===== src/rtl/logic_unit_pipe.sv =====
// logic_unit_pipe: two-stage pipelined WIDTH-bit bitwise logic unit.
// Stage 1 captures op/a/b on an input handshake; stage 2 holds the registered
// result plus zero/negative/parity flags until the consumer takes it.
// A completed-transaction counter tracks output handshakes and wraps silently.
module logic_unit_pipe #(
    parameter int WIDTH     = 16,
    parameter int CNT_WIDTH = 16
) (
    input  logic                 clock,
    input  logic                 reset,
    input  logic                 in_valid,
    output logic                 in_ready,
    input  logic [2:0]           op,
    input  logic [WIDTH-1:0]     a,
    input  logic [WIDTH-1:0]     b,
    output logic                 out_valid,
    input  logic                 out_ready,
    output logic [WIDTH-1:0]     out,
    output logic                 zr,
    output logic                 ng,
    output logic                 par,
    output logic [CNT_WIDTH-1:0] out_count
);

    // Bitwise operation table; every encoding is a pure per-bit function.
    function automatic logic [WIDTH-1:0] f_logic_op(
        input logic [2:0]       sel,
        input logic [WIDTH-1:0] x,
        input logic [WIDTH-1:0] y
    );
        logic [WIDTH-1:0] r;
        case (sel)
            3'd0:    r = ~(x & y);
            3'd1:    r = ~x;
            3'd2:    r = x & y;
            3'd3:    r = x | y;
            3'd4:    r = x ^ y;
            3'd5:    r = ~(x | y);
            3'd6:    r = ~(x ^ y);
            3'd7:    r = x & ~y;
            default: r = '0;
        endcase
        return r;
    endfunction

    // Even-parity helper: 1 when the word has an odd number of ones.
    function automatic logic f_parity(input logic [WIDTH-1:0] x);
        return ^x;
    endfunction

    logic                 s1_valid_r;
    logic [2:0]           s1_op_r;
    logic [WIDTH-1:0]     s1_a_r;
    logic [WIDTH-1:0]     s1_b_r;
    logic                 s2_valid_r;
    logic [WIDTH-1:0]     out_r;
    logic                 zr_r;
    logic                 ng_r;
    logic                 par_r;
    logic [CNT_WIDTH-1:0] count_r;

    logic                 s2_adv_s;
    logic                 s1_move_s;
    logic                 accept_s;
    logic                 handshake_s;
    logic [WIDTH-1:0]     result_s;

    // Advance/handshake decisions; in_ready depends only on state and out_ready.
    always_comb begin
        s2_adv_s    = 1'b0;
        s1_move_s   = 1'b0;
        accept_s    = 1'b0;
        handshake_s = 1'b0;
        in_ready    = 1'b0;
        if (!s2_valid_r || out_ready) begin
            s2_adv_s = 1'b1;
        end else begin
            s2_adv_s = 1'b0;
        end
        s1_move_s   = s1_valid_r && s2_adv_s;
        in_ready    = !s1_valid_r || s2_adv_s;
        accept_s    = in_valid && in_ready;
        handshake_s = s2_valid_r && out_ready;
    end

    // Stage-2 combinational result computed from the captured operands.
    always_comb begin
        result_s = '0;
        result_s = f_logic_op(s1_op_r, s1_a_r, s1_b_r);
    end

    // Stage 1: capture operands on accept, empty when the beat moves on.
    always_ff @(posedge clock) begin
        if (reset) begin
            s1_valid_r <= 1'b0;
            s1_op_r    <= 3'd0;
            s1_a_r     <= '0;
            s1_b_r     <= '0;
        end else if (accept_s) begin
            s1_valid_r <= 1'b1;
            s1_op_r    <= op;
            s1_a_r     <= a;
            s1_b_r     <= b;
        end else if (s1_move_s) begin
            s1_valid_r <= 1'b0;
        end
    end

    // Stage 2: register result and flags; hold them while stalled or empty.
    always_ff @(posedge clock) begin
        if (reset) begin
            s2_valid_r <= 1'b0;
            out_r      <= '0;
            zr_r       <= 1'b0;
            ng_r       <= 1'b0;
            par_r      <= 1'b0;
        end else if (s1_move_s) begin
            s2_valid_r <= 1'b1;
            out_r      <= result_s;
            zr_r       <= (result_s == '0);
            ng_r       <= result_s[WIDTH-1];
            par_r      <= f_parity(result_s);
        end else if (handshake_s) begin
            s2_valid_r <= 1'b0;
        end
    end

    // Completed-handshake counter, wraps modulo 2^CNT_WIDTH.
    always_ff @(posedge clock) begin
        if (reset) begin
            count_r <= '0;
        end else if (handshake_s) begin
            count_r <= count_r + CNT_WIDTH'(1'b1);
        end
    end

    assign out_valid = s2_valid_r;
    assign out       = out_r;
    assign zr        = zr_r;
    assign ng        = ng_r;
    assign par       = par_r;
    assign out_count = count_r;

endmodule


===== config.mk =====
export PLATFORM = sky130hd
export DESIGN_NAME = logic_unit_pipe
export DESIGN_NICKNAME = d
export VERILOG_FILES = /design/src/rtl/logic_unit_pipe.sv
export SDC_FILE = /design/constraint.sdc
export NUM_CORES = 1
export LEC_CHECK = 0
export ABC_AREA = 1
export ABC_CLOCK_PERIOD_IN_PS = 1900
export CAP_MARGIN = 20
export CELL_PAD_IN_SITES_DETAIL_PLACEMENT = 1
export CELL_PAD_IN_SITES_GLOBAL_PLACEMENT = 1
export CORE_ASPECT_RATIO = 0.75
export CORE_MARGIN = 2
export CORE_UTILIZATION = 35
export DETAILED_ROUTE_END_ITERATION = 12
export GPL_TIMING_DRIVEN = 0
export PLACE_DENSITY = 0.72
export SLEW_MARGIN = 0
export SYNTH_ARGS = -nofsm -noshare
export SYNTH_HDL_FRONTEND = slang
export SYNTH_SLANG_ARGS = --single-unit

===== constraint.sdc =====
create_clock -name clock -period 1.9 [get_ports clock]
set_input_delay 0.19 -clock clock [delete_from_list [all_inputs] [get_ports clock]]
set_output_delay 0.19 -clock clock [all_outputs]
set_load 0.005 [all_outputs]

Yosys cells after proc, flatten, opt, wreduce, memory -nomap -nowiden --
Cells that the tools add are included.
Cells by class: $add $sub $neg 1, $mul 0, divide/modulo/power cells 0, magnitude comparators 0, eq/ne operators 7, shift operators 0, multiplexer cells 6, bitwise gates (word level) 9, reductions and logical operators 12
Operator list (number):
- $pmux 16 s8 | 1
- $not 16->16 | 5
- $and 16x16->16 | 2
- $add 16x1->16 const B | 1
- $logic_not 16->1 | 1
- $or 16x16->16 | 1
- $reduce_xor 16->1 | 1
- $xor 16x16->16 | 1
- $eq 3x3->1 const B | 4
- $eq 3x2->1 const B | 2
- $mux 1 | 5
- $reduce_bool 2->1 | 2
- $eq 3x1->1 const B | 1
- $logic_and 1x1->1 | 3
- $logic_not 3->1 | 1
- $logic_not 1->1 | 2
- $logic_or 1x1->1 | 2
Storage, ports and cells: flip-flop bits (word level) 72, latch bits 0, memory bits (writable) 0, ROM bits 0, input port bits 39, output and inout port bits 37, word-level logic and storage cells 45, memories 0

Longest topological paths before layout --
depth after elaboration 6, mapped depth 17, depth with buffers taken out 16

Least setup slack after synthesis --
OpenSTA, ideal clock, no wires.
path kind register -> register, start point reg s1_op_r[2], end point reg par_r (netlist: par), library setup time 0.109 ns, data arrival time 1.872 ns, required time 1.791 ns, setup slack -0.080 ns, cell stages (with the launch flop) 16, buffers on the path 2, period minus slack after synthesis 1.980 ns, cells stage by stage dfxtp_1 buf_6 nor2_8 nand2_4 buf_6 or2_1 nand3_2 inv_1 ha_1 xor2_1 nand2_1 nand2_1 nand2_1 nand3_1 nand2_1 inv_1
Between the ends: cells in the longest elaborated chain, start to end 3, elaborated cells between the ends (all ways) 10, those cells by class eq/ne (7); mux (1); reduce/logical (2)
Ends and longest elaborated chain:
- from (decl) | RTL line 52 | logic [2:0] s1_op_r;
- from (signal assigned) | RTL line 101 | s1_op_r <= op;
- $eq 3x3->1 (tied with other cells) | RTL line 32 | case (sel)
- $pmux 16 s8 (*) | RTL line 32
- $reduce_xor 16->1 (*) | RTL line 48 | return ^x;
- to (signal assigned) | RTL line 122 | par_r <= f_parity(result_s);
- to (decl) | RTL line 59 | logic par_r;
Every way passes the cells marked *; elsewhere a longest branch is shown, timed or not. A chain may end at the register's enable or synchronous reset.

Worst setup path after layout --
start point reg s1_op_r[1], end point reg par_r (netlist: par)
Same word-level chain as after synthesis.

==> metrics.txt <==
outcome finished with violations; failing checks negative setup slack; max-slew violation count 0; post-place setup slack -0.547 ns; clock skew approximately 0.0063 ns; critical path's slowest cell dfxtp_2; post-detail-place hpwl around 14000 um; WS Path Type reg2reg; maximum vdd drop between 400 and 500 uV; gr usage total between 20% and 30%; Ports 76; Final Cell Area 6870 um2; YS warnings 0; fin worst setup slack -0.394 ns; Clk pin slew, worst setup/hold paths 0.06 ns; per-cell routed wire length a little under 20 um; max_cap viols 0; Iter 0 DRT Violations 280; Tcrit/Tclk final 121%; I/O Buffers between 70 and 80; most frequent cells in the layout 97 x nand2_1, 93 x nor2_1, 74 x clkdlybuf4s50_1; CP arrival 2.54 ns; Core ar. between 10000 and 15000 um2; crit end category flip-flop; Skew-Pair Late Insertion Delay about 0.35 ns; Sw Pwr between 0.0015 and 0.002 W; fin nets between 900 and 1000; routability cong. approximately 0.86; # DRC 0; # diodes 0; # rows 37; max incr delay on CP 0.33 ns; worst-margin pin slew around 0.77 ns; H-Tree Depth 3; # hold bufs at CTS 0; footprint of the multi-input gates ~3300 um2; Sequential Power Share between 20 and 30%; Synth Instances about 700; P_leak ~3.1 nW; CP Launch Type flip-flop; Vias per Instance 5.32; total wire length about 20000 um; total gr overflow 0; CTS Sinks 71; vias approximately 5300; #FFs+latches synth 71; Reg area 1430 um2; Area growth, synth to finish 38.2%; global-route wire length before repair 30300 um; Die Width 142 um; Starting Density 36.0%; Die H roughly 110 um; total die area between 15000 and 20000 um2; share of layout cells above drive strength 1 19.9%; Clock Power Share 35.8%; initial antenna violation count 0; Num CTS Buffers 9; DRT antenna net count 0; P_int between 0.003 and 0.004 W; # fillers about 1700; placed cells 962; worst path required time about 2.2 ns; min cycle time layout roughly 2.3 ns; Comb pwr share between 30% and 40%; pin count of the biggest net entering global routing 13; CTS tree built; placed inst area 6030 um2; Fmax achieved 0.436 GHz; syn_area_per_cell 6.97 um2; Seq/Total Area, Yosys ~29%; Non-Filler Instances 996; RSZ-0062 raised after global routing yes; commonest non-fill, non-tap cell in the layout nand2_1; pwr dens between 800 and 900 nW/um2; Slew HR 48.9%; final hold violations 0; vias in the first global route about 5500; router iterations before antenna repair 6; cell mode on critical path nand2_1; CTS Root Cell clkbuf_16; switch share 33.1%; Mapped Area just under 5000 um2; syn_nets approximately 810; crit path max fanout 10; setup violation total in the final timing report 2; Hold WC Path Type in2reg; critical-path cell list buf_6 -> nor2_8 -> nand2_4 -> buf_6 -> or2_0 -> nand3_1 -> inv_2 -> ha_4 -> xor2_4 -> nand2_1 -> nand2_1 -> nand2_1 -> nand3_2 -> nand2_1 -> inv_1; Yosys cell types 31; Clock Path Buffers 2
==> cells in the mapped netlist (all sizes together) <==
| cell type | instances | area, um2 |
|---|---|---|
| a21o | 1 | 7.51 |
| a21oi | 48 | 240 |
| and3 | 1 | 6.26 |
| buf | 32 | 216 |
| clkbuf | 10 | 37.5 |
| dfxtp | 71 | 1420 |
| ha | 57 | 713 |
| inv | 83 | 314 |
| nand2 | 105 | 412 |
| nand3 | 58 | 333 |
| nand3b | 1 | 7.51 |
| nand4 | 52 | 325 |
| nor2 | 105 | 440 |
| nor3 | 6 | 30.0 |
| nor3b | 1 | 7.51 |
| o21ai | 58 | 290 |
| or2 | 16 | 100 |
| xnor2 | 4 | 35.0 |
| xor2 | 4 | 35.0 |
==> cell families after synthesis <==
group	count (synthesis)	share of synthesized area (%)
compound gates	107	10.8
xor+xnor	8	1.41
fa+ha+maj	57	14.3
buf+inv	125	11.4
flops	71	28.6
simple gates	345	33.4
==> worst max-delay path: cells and delay by family (launching register included) <==
family	cells	cell delay (ns)
buffers and inverters	4	0.41
XOR/XNOR	1	0.19
AND/OR/NAND/NOR	9	0.98
flip-flops	1	0.33
adder cells (fa/ha/maj)	1	0.27
==> timing repair <==
action | CTS | global route
pin swaps | 11 | 38
cloned | 2 | 1
buffers inserted | 9 | 7
resized for setup | 43 | 56
setup endpoints to repair | 12 | 22
==> final timing paths <==
kind	to	slack (ns)	cells past startpoint	from
setup / recovery	par$_SDFFE_PP0P_	-0.39	15	s1_op_r[1]$_SDFFE_PP0P_
hold / removal	out_count[13]$_SDFFE_PP0P_	0.20	2	reset
setup reg to reg	par$_SDFFE_PP0P_	-0.39	15	s1_op_r[1]$_SDFFE_PP0P_
hold reg to reg	out_count[9]$_SDFFE_PP0P_	0.51	1	out_count[9]$_SDFFE_PP0P_
==> per-layer routing <==
metal	vias up	part of all wire (%)	routed length (um)	track usage, %
met5	-	0	0	0
met4	0	3.2	637	10.6
met3	41	4.5	888	5.67
met2	145	43	8510	40.7
met1	2570	49	9580	36.0
li1	2547	-	-	-
==> power groups by stage <==
stage	Combinational (W)	Sequential, W	Clock (W)
2_1_floorplan	0.000964	0.00166	0
3_3_place_gp	0.00142	0.00166	0
3_5_place_dp	0.00149	0.00167	0
4_1_cts	0.00164	0.00164	0.00201
5_1_grt	0.00207	0.00165	0.00208
6_report	0.00191	0.00164	0.00198
==> flip-flops by register name (all words and copies together), names as in the netlist <==
name and flops:
out 16, out_count 16, s1_a_r 16, s1_b_r 16, s1_op_r 3, out_valid 1
par 1, s1_valid_r 1, zr 1
==> per-stage QoR <==
stage                     total power [W]  hold WS, ns  util [%]   TNS [ns]
after floorplan                   0.00262        0.381         -  -0.000348
after CTS                         0.00529        0.191      47.9     -0.352
after global placement            0.00309        0.472      43.7      -6.90
after detailed placement          0.00316        0.491      43.7      -7.87
final                             0.00553        0.197      49.8     -0.450
after global routing              0.00580        0.203      49.8     -0.744
==> cell type report <==
class / instances / share of cell area, %
multi-input cells: 517 / 48.2
flip-flops and latches: 71 / 20.8
repair buffers: 93 / 13.3
plain buffers: 42 / 4.84
inverters: 83 / 4.75
clock buffers: 9 / 3.28
well taps: 175 / 3.19
clock inverters: 6 / 1.60
No activity file was read; power rests on OpenSTA's default activity.
